## src/rtl/core_reg_file_sb.sv

```systemverilog
// core_reg_file_sb: NREGS x XLEN integer register file with swapped read pair,
// one write port and busy scoreboard. Optional macro: CORE_RF_BYPASS_EN.
module core_reg_file_sb #(
  parameter int XLEN  = 32,
  parameter int NREGS = 32,
  localparam int AW   = $clog2(NREGS)
) (
  input  logic             clk,
  input  logic             rst_n,
  input  logic             rd_en,
  input  logic [AW-1:0]    rs1,
  input  logic [AW-1:0]    rs2,
  input  logic             order,
  output logic [XLEN-1:0]  src1_out_r,
  output logic [XLEN-1:0]  src2_out_r,
  output logic             src1_busy_r,
  output logic             src2_busy_r,
  input  logic             we,
  input  logic [AW-1:0]    rd,
  input  logic [XLEN-1:0]  data_in,
  input  logic             alloc_en,
  input  logic [AW-1:0]    alloc_rd,
  output logic [NREGS-1:0] busy_vec
);

  logic [XLEN-1:0]  regs_q [NREGS];
  logic [XLEN-1:0]  regs_d [NREGS];
  logic [NREGS-1:0] busy_q, busy_d;
  logic [XLEN-1:0]  src1_q, src1_d;
  logic [XLEN-1:0]  src2_q, src2_d;
  logic             sb1_q, sb1_d;
  logic             sb2_q, sb2_d;

  logic            wr_hit, al_hit;
  logic [AW-1:0]   sel1, sel2;
  logic [XLEN-1:0] rv1, rv2;
  logic            rb1, rb2;

  always_comb begin
    wr_hit = we && (rd != '0);
    al_hit = alloc_en && (alloc_rd != '0);
    sel1   = order ? rs2 : rs1;
    sel2   = order ? rs1 : rs2;
  end

  always_comb begin
    rv1 = regs_q[sel1];
    rb1 = busy_q[sel1];
    rv2 = regs_q[sel2];
    rb2 = busy_q[sel2];
`ifdef CORE_RF_BYPASS_EN
    // forward the in-flight write; a same-cycle alloc keeps it pending
    if (wr_hit && (sel1 == rd)) begin
      rv1 = data_in;
      rb1 = al_hit && (alloc_rd == rd);
    end
    if (wr_hit && (sel2 == rd)) begin
      rv2 = data_in;
      rb2 = al_hit && (alloc_rd == rd);
    end
`endif
  end

  always_comb begin
    regs_d = regs_q;
    busy_d = busy_q;
    if (wr_hit) begin
      regs_d[rd] = data_in;
      busy_d[rd] = 1'b0;
    end
    if (al_hit) begin
      busy_d[alloc_rd] = 1'b1;
    end
    regs_d[0] = '0;
    busy_d[0] = 1'b0;
  end

  always_comb begin
    src1_d = src1_q;
    src2_d = src2_q;
    sb1_d  = sb1_q;
    sb2_d  = sb2_q;
    if (rd_en) begin
      src1_d = rv1;
      src2_d = rv2;
      sb1_d  = rb1;
      sb2_d  = rb2;
    end
  end

  always_ff @(posedge clk or negedge rst_n) begin
    if (!rst_n) begin
      for (int i = 0; i < NREGS; i++) begin
        regs_q[i] <= '0;
      end
      busy_q <= '0;
      src1_q <= '0;
      src2_q <= '0;
      sb1_q  <= 1'b0;
      sb2_q  <= 1'b0;
    end else begin
      regs_q <= regs_d;
      busy_q <= busy_d;
      src1_q <= src1_d;
      src2_q <= src2_d;
      sb1_q  <= sb1_d;
      sb2_q  <= sb2_d;
    end
  end

  assign src1_out_r  = src1_q;
  assign src2_out_r  = src2_q;
  assign src1_busy_r = sb1_q;
  assign src2_busy_r = sb2_q;
  assign busy_vec    = busy_q;

endmodule

```

## config.mk

```make
export PLATFORM = sky130hd
export DESIGN_NAME = core_reg_file_sb
export DESIGN_NICKNAME = d
export VERILOG_FILES = /design/src/rtl/core_reg_file_sb.sv
export SDC_FILE = /design/constraint.sdc
export NUM_CORES = 2
export LEC_CHECK = 0
export CORE_MARGIN = 3
export CORE_UTILIZATION = 63
export CTS_CLUSTER_DIAMETER = 100
export CTS_CLUSTER_SIZE = 40
export DETAILED_ROUTE_END_ITERATION = 7
export PLACE_DENSITY_LB_ADDON = 0.25
export SKIP_LAST_GASP = 1
export SYNTH_ARGS = -nofsm -noshare
export SYNTH_HDL_FRONTEND = slang
export SYNTH_SLANG_ARGS = --single-unit
export TNS_END_PERCENT = 10
```

## constraint.sdc

```tcl
create_clock -name clk -period 1.89 [get_ports clk]
set_input_delay 0.567 -clock clk [delete_from_list [all_inputs] [get_ports clk]]
set_output_delay 0.567 -clock clk [all_outputs]
set_load 0.05 [all_outputs]
```

==> impl_metrics.json <==
{
  "htreeDepth": 2,
  "final_core_util_pct": 78.3,
  "critPathArrivalTime_ns": 1.47,
  "layout_commonest_cell": "dfrtp_1",
  "run_status": "finished, violations left",
  "ys.flop_type": "dfrtp_1",
  "boundaryPins": 156,
  "slew_headroom_pct": 40.0,
  "crit_type": "reg2out",
  "async_flop_share_pct": 100,
  "fp.dieW_um": 324,
  "setup_viol_count_final": 221,
  "p_per_area_nw_per_um2": 856,
  "power.combinational.fraction_pct": 33.2,
  "die_area_um2": 105000,
  "grt_util_all_layers_pct": 47.1,
  "period_minus_slack_ns": 2.04,
  "avgSynthCellArea_um2": 10.5,
  "syn_to_final_growth_pct": 23.0,
  "cts_num_sinks": 1089,
  "r2r-end": "src2_out_r[18]",
  "tightestPinTransition_ns": 0.888,
  "port-buffer-count": 154,
  "total_power_uw": 67100,
  "drcViolationCount": 2,
  "leakage_uw": 0.0342,
  "rows": 116,
  "dpl.hpwl_um": 167000,
  "first_pass_iters": 8,
  "cts_buffer_depth": 3,
  "multi_input_area_um2": 34600,
  "p_clk_share_pct": 19.1,
  "overflow": 0,
  "grt_pass1_vias": 58600,
  "end_kind": "output port",
  "synth-seq-cells": 1089,
  "antenna_found_initial": 13,
  "via_per_inst": 7.42,
  "tritoncts": "yes",
  "clk-insertion-delay-late_ns": 0.69,
  "vias": 59100,
  "path_clk_slew_ns": 0.15,
  "worst_hold_slack_ns": 0.347,
  "switchingPower_uw": 23800,
  "synth.distinct_cells": 74,
  "netlist_area_um2": 63700,
  "rsz0062_at_grt": "yes",
  "pre_cts_ws_ns": -1.44,
  "swShare_pct": 35.4,
  "fmax_mhz": 490,
  "ant_nets": 0,
  "synth_nets": 6132,
  "startpoint_type": "register",
  "wire_per_inst_um": 31.5,
  "skew_ns": 0.0473,
  "yosys_warnings": 0,
  "hold_viol": 0,
  "nNetsFinal": 6690,
  "cp.required_ns": 1.32,
  "drv_slew": 0,
  "start_util_pct": 63.6,
  "layout-drive-gt1-share_pct": 38.1,
  "root_buffer": "clkbuf_16",
  "grt_start_max_net_pins": 99,
  "synth_edf_count": 0,
  "yosysSeqAreaShare_pct": 42.8,
  "synthCells": 6074,
  "cts_buffers": 39,
  "finalSetupTns_ns": -10.78,
  "cap_violations": 0,
  "seq_area_um2": 27300,
  "min_path_type": "in2async",
  "r2r_setup_slack_ns": -0.13,
  "fillers": 6016,
  "r2r_cells": 7,
  "layout_setup_ws_ns": -0.151,
  "p_seq_share_pct": 47.6,
  "drt_iter0_markers": 9497,
  "crit_fanout": 2,
  "violations": "design-rule violations, negative setup slack",
  "die_height_um": 324,
  "vdd_drop_max_uv": 1080,
  "rr_startpoint": "regs_q[786]",
  "p_int_uw": 43300,
  "finalCritPeriodShare_pct": 108,
  "grt_pass1_wl_um": 370000,
  "drt-total-wl_um": 251000,
  "fp.coreArea_um2": 100000,
  "gp_congestion": 1.00,
  "layout.cells.most_common_list": "1072 x dfrtp_1, 980 x mux2_2, 703 x buf_4, 652 x nand2_1, 462 x o21ai_0"
}
[synth_stat cells (all sizes together) (26+ instances only)]
cell	number	area share, %
a311oi	33	0.45
nor3	119	0.93
mux2	990	18
a31oi	26	0.27
nor2b	66	0.65
a22oi	40	0.47
buf	312	2.7
a32oi	42	0.58
a211oi	140	1.6
nand3	203	1.6
dfrtp	1089	43
mux2i	282	4.5
o21ai	503	4.0
nor2	128	0.75
inv	57	0.34
mux4	164	5.8
a21boi	55	0.65
clkbuf	307	1.8
nand2	670	3.9
o31ai	66	0.79
a21oi	378	3.0
o22ai	46	0.45
[power groups by stage]
stage | logic [uW] | clock network, uW | registers, uW
6_report | 22300 | 12800 | 31900
4_1_cts | 21500 | 12800 | 31500
3_5_place_dp | 20700 | 0 | 32000
3_3_place_gp | 20100 | 0 | 31600
2_1_floorplan | 11500 | 0 | 31900
5_1_grt | 23400 | 13500 | 32300
[state kept, by name (all words and copies together), names as in the netlist]
signal       cells
busy_vec        31
regs_q         992
src1_busy_r      1
src1_out_r      32
src2_busy_r      1
src2_out_r      32
[how the worst max path moves through the flow]
stage,to,from,depth (start not counted)
after floorplan,src1_out_r[28],order,9
after global placement,src2_out_r[16],rs1[2],8
after detailed placement,src2_out_r[16],rs1[2],8
after CTS,src1_out_r[28],src1_out_r[28],1
after global routing,src1_out_r[24],rs2[1],8
final,busy_vec[11],busy_vec[11],2
[what timing repair did]
action / 4_1_cts / 5_1_grt
pin swaps: 32 / 28
gates resized for setup: 174 / 103
buffers inserted: 46 / 10
hold endpoints to repair: 8 / 0
setup endpoints to repair: 536 / 700
cloned: 15 / 2
hold buffers: 1 / 0
[area by class of cell]
cell class | count | area share [%]
Multi-Input combinational cell | 4311 | 44.1
Sequential cell | 1089 | 34.8
Timing Repair Buffer | 1132 | 16.9
Tap cell | 1298 | 2.07
Clock buffer | 43 | 1.32
Clock inverter | 23 | 0.460
Inverter | 58 | 0.302
Timing Repair inverter | 1 | 0.0112
Antenna cell | 3 | 0.00957
[per-layer routing]
layer | vias to the layer above | part of all wire (%) | track usage [%]
met1 | 28900 | 35 | 60.7
met5 | - | 0.032 | 0.680
li1 | 23600 | - | -
met3 | 1385 | 15 | 16.5
met2 | 5231 | 42 | 66.7
met4 | 10 | 8.3 | 32.7
[cells by family (layout without fill, tap and decap cells)]
logic type | Yosys count | in the layout | synth area share [%]
buffers and inverters | 677 | 1257 | 4.84
other | 1 | 4 | 0.00588
AOI/OAI and AO/OA | 1550 | 1550 | 15.3
muxes | 1436 | 1439 | 27.8
and+or+nand+nor | 1321 | 1321 | 9.28
DFF | 1089 | 1089 | 42.8
[worst max-delay path, stage by stage (launching register included)]
cell and delay (ns):
dfrtp_1 0.42, buf_6 0.20, buf_12 0.15
[per-stage QoR]
stage,instances,cell area [um2]
finish,7958,78400
global route,7958,78400
detailed placement,7819,75000
CTS,7943,77900
global placement,7819,75000
floorplan,6074,64300
Power figures use the tool's default switching activity.
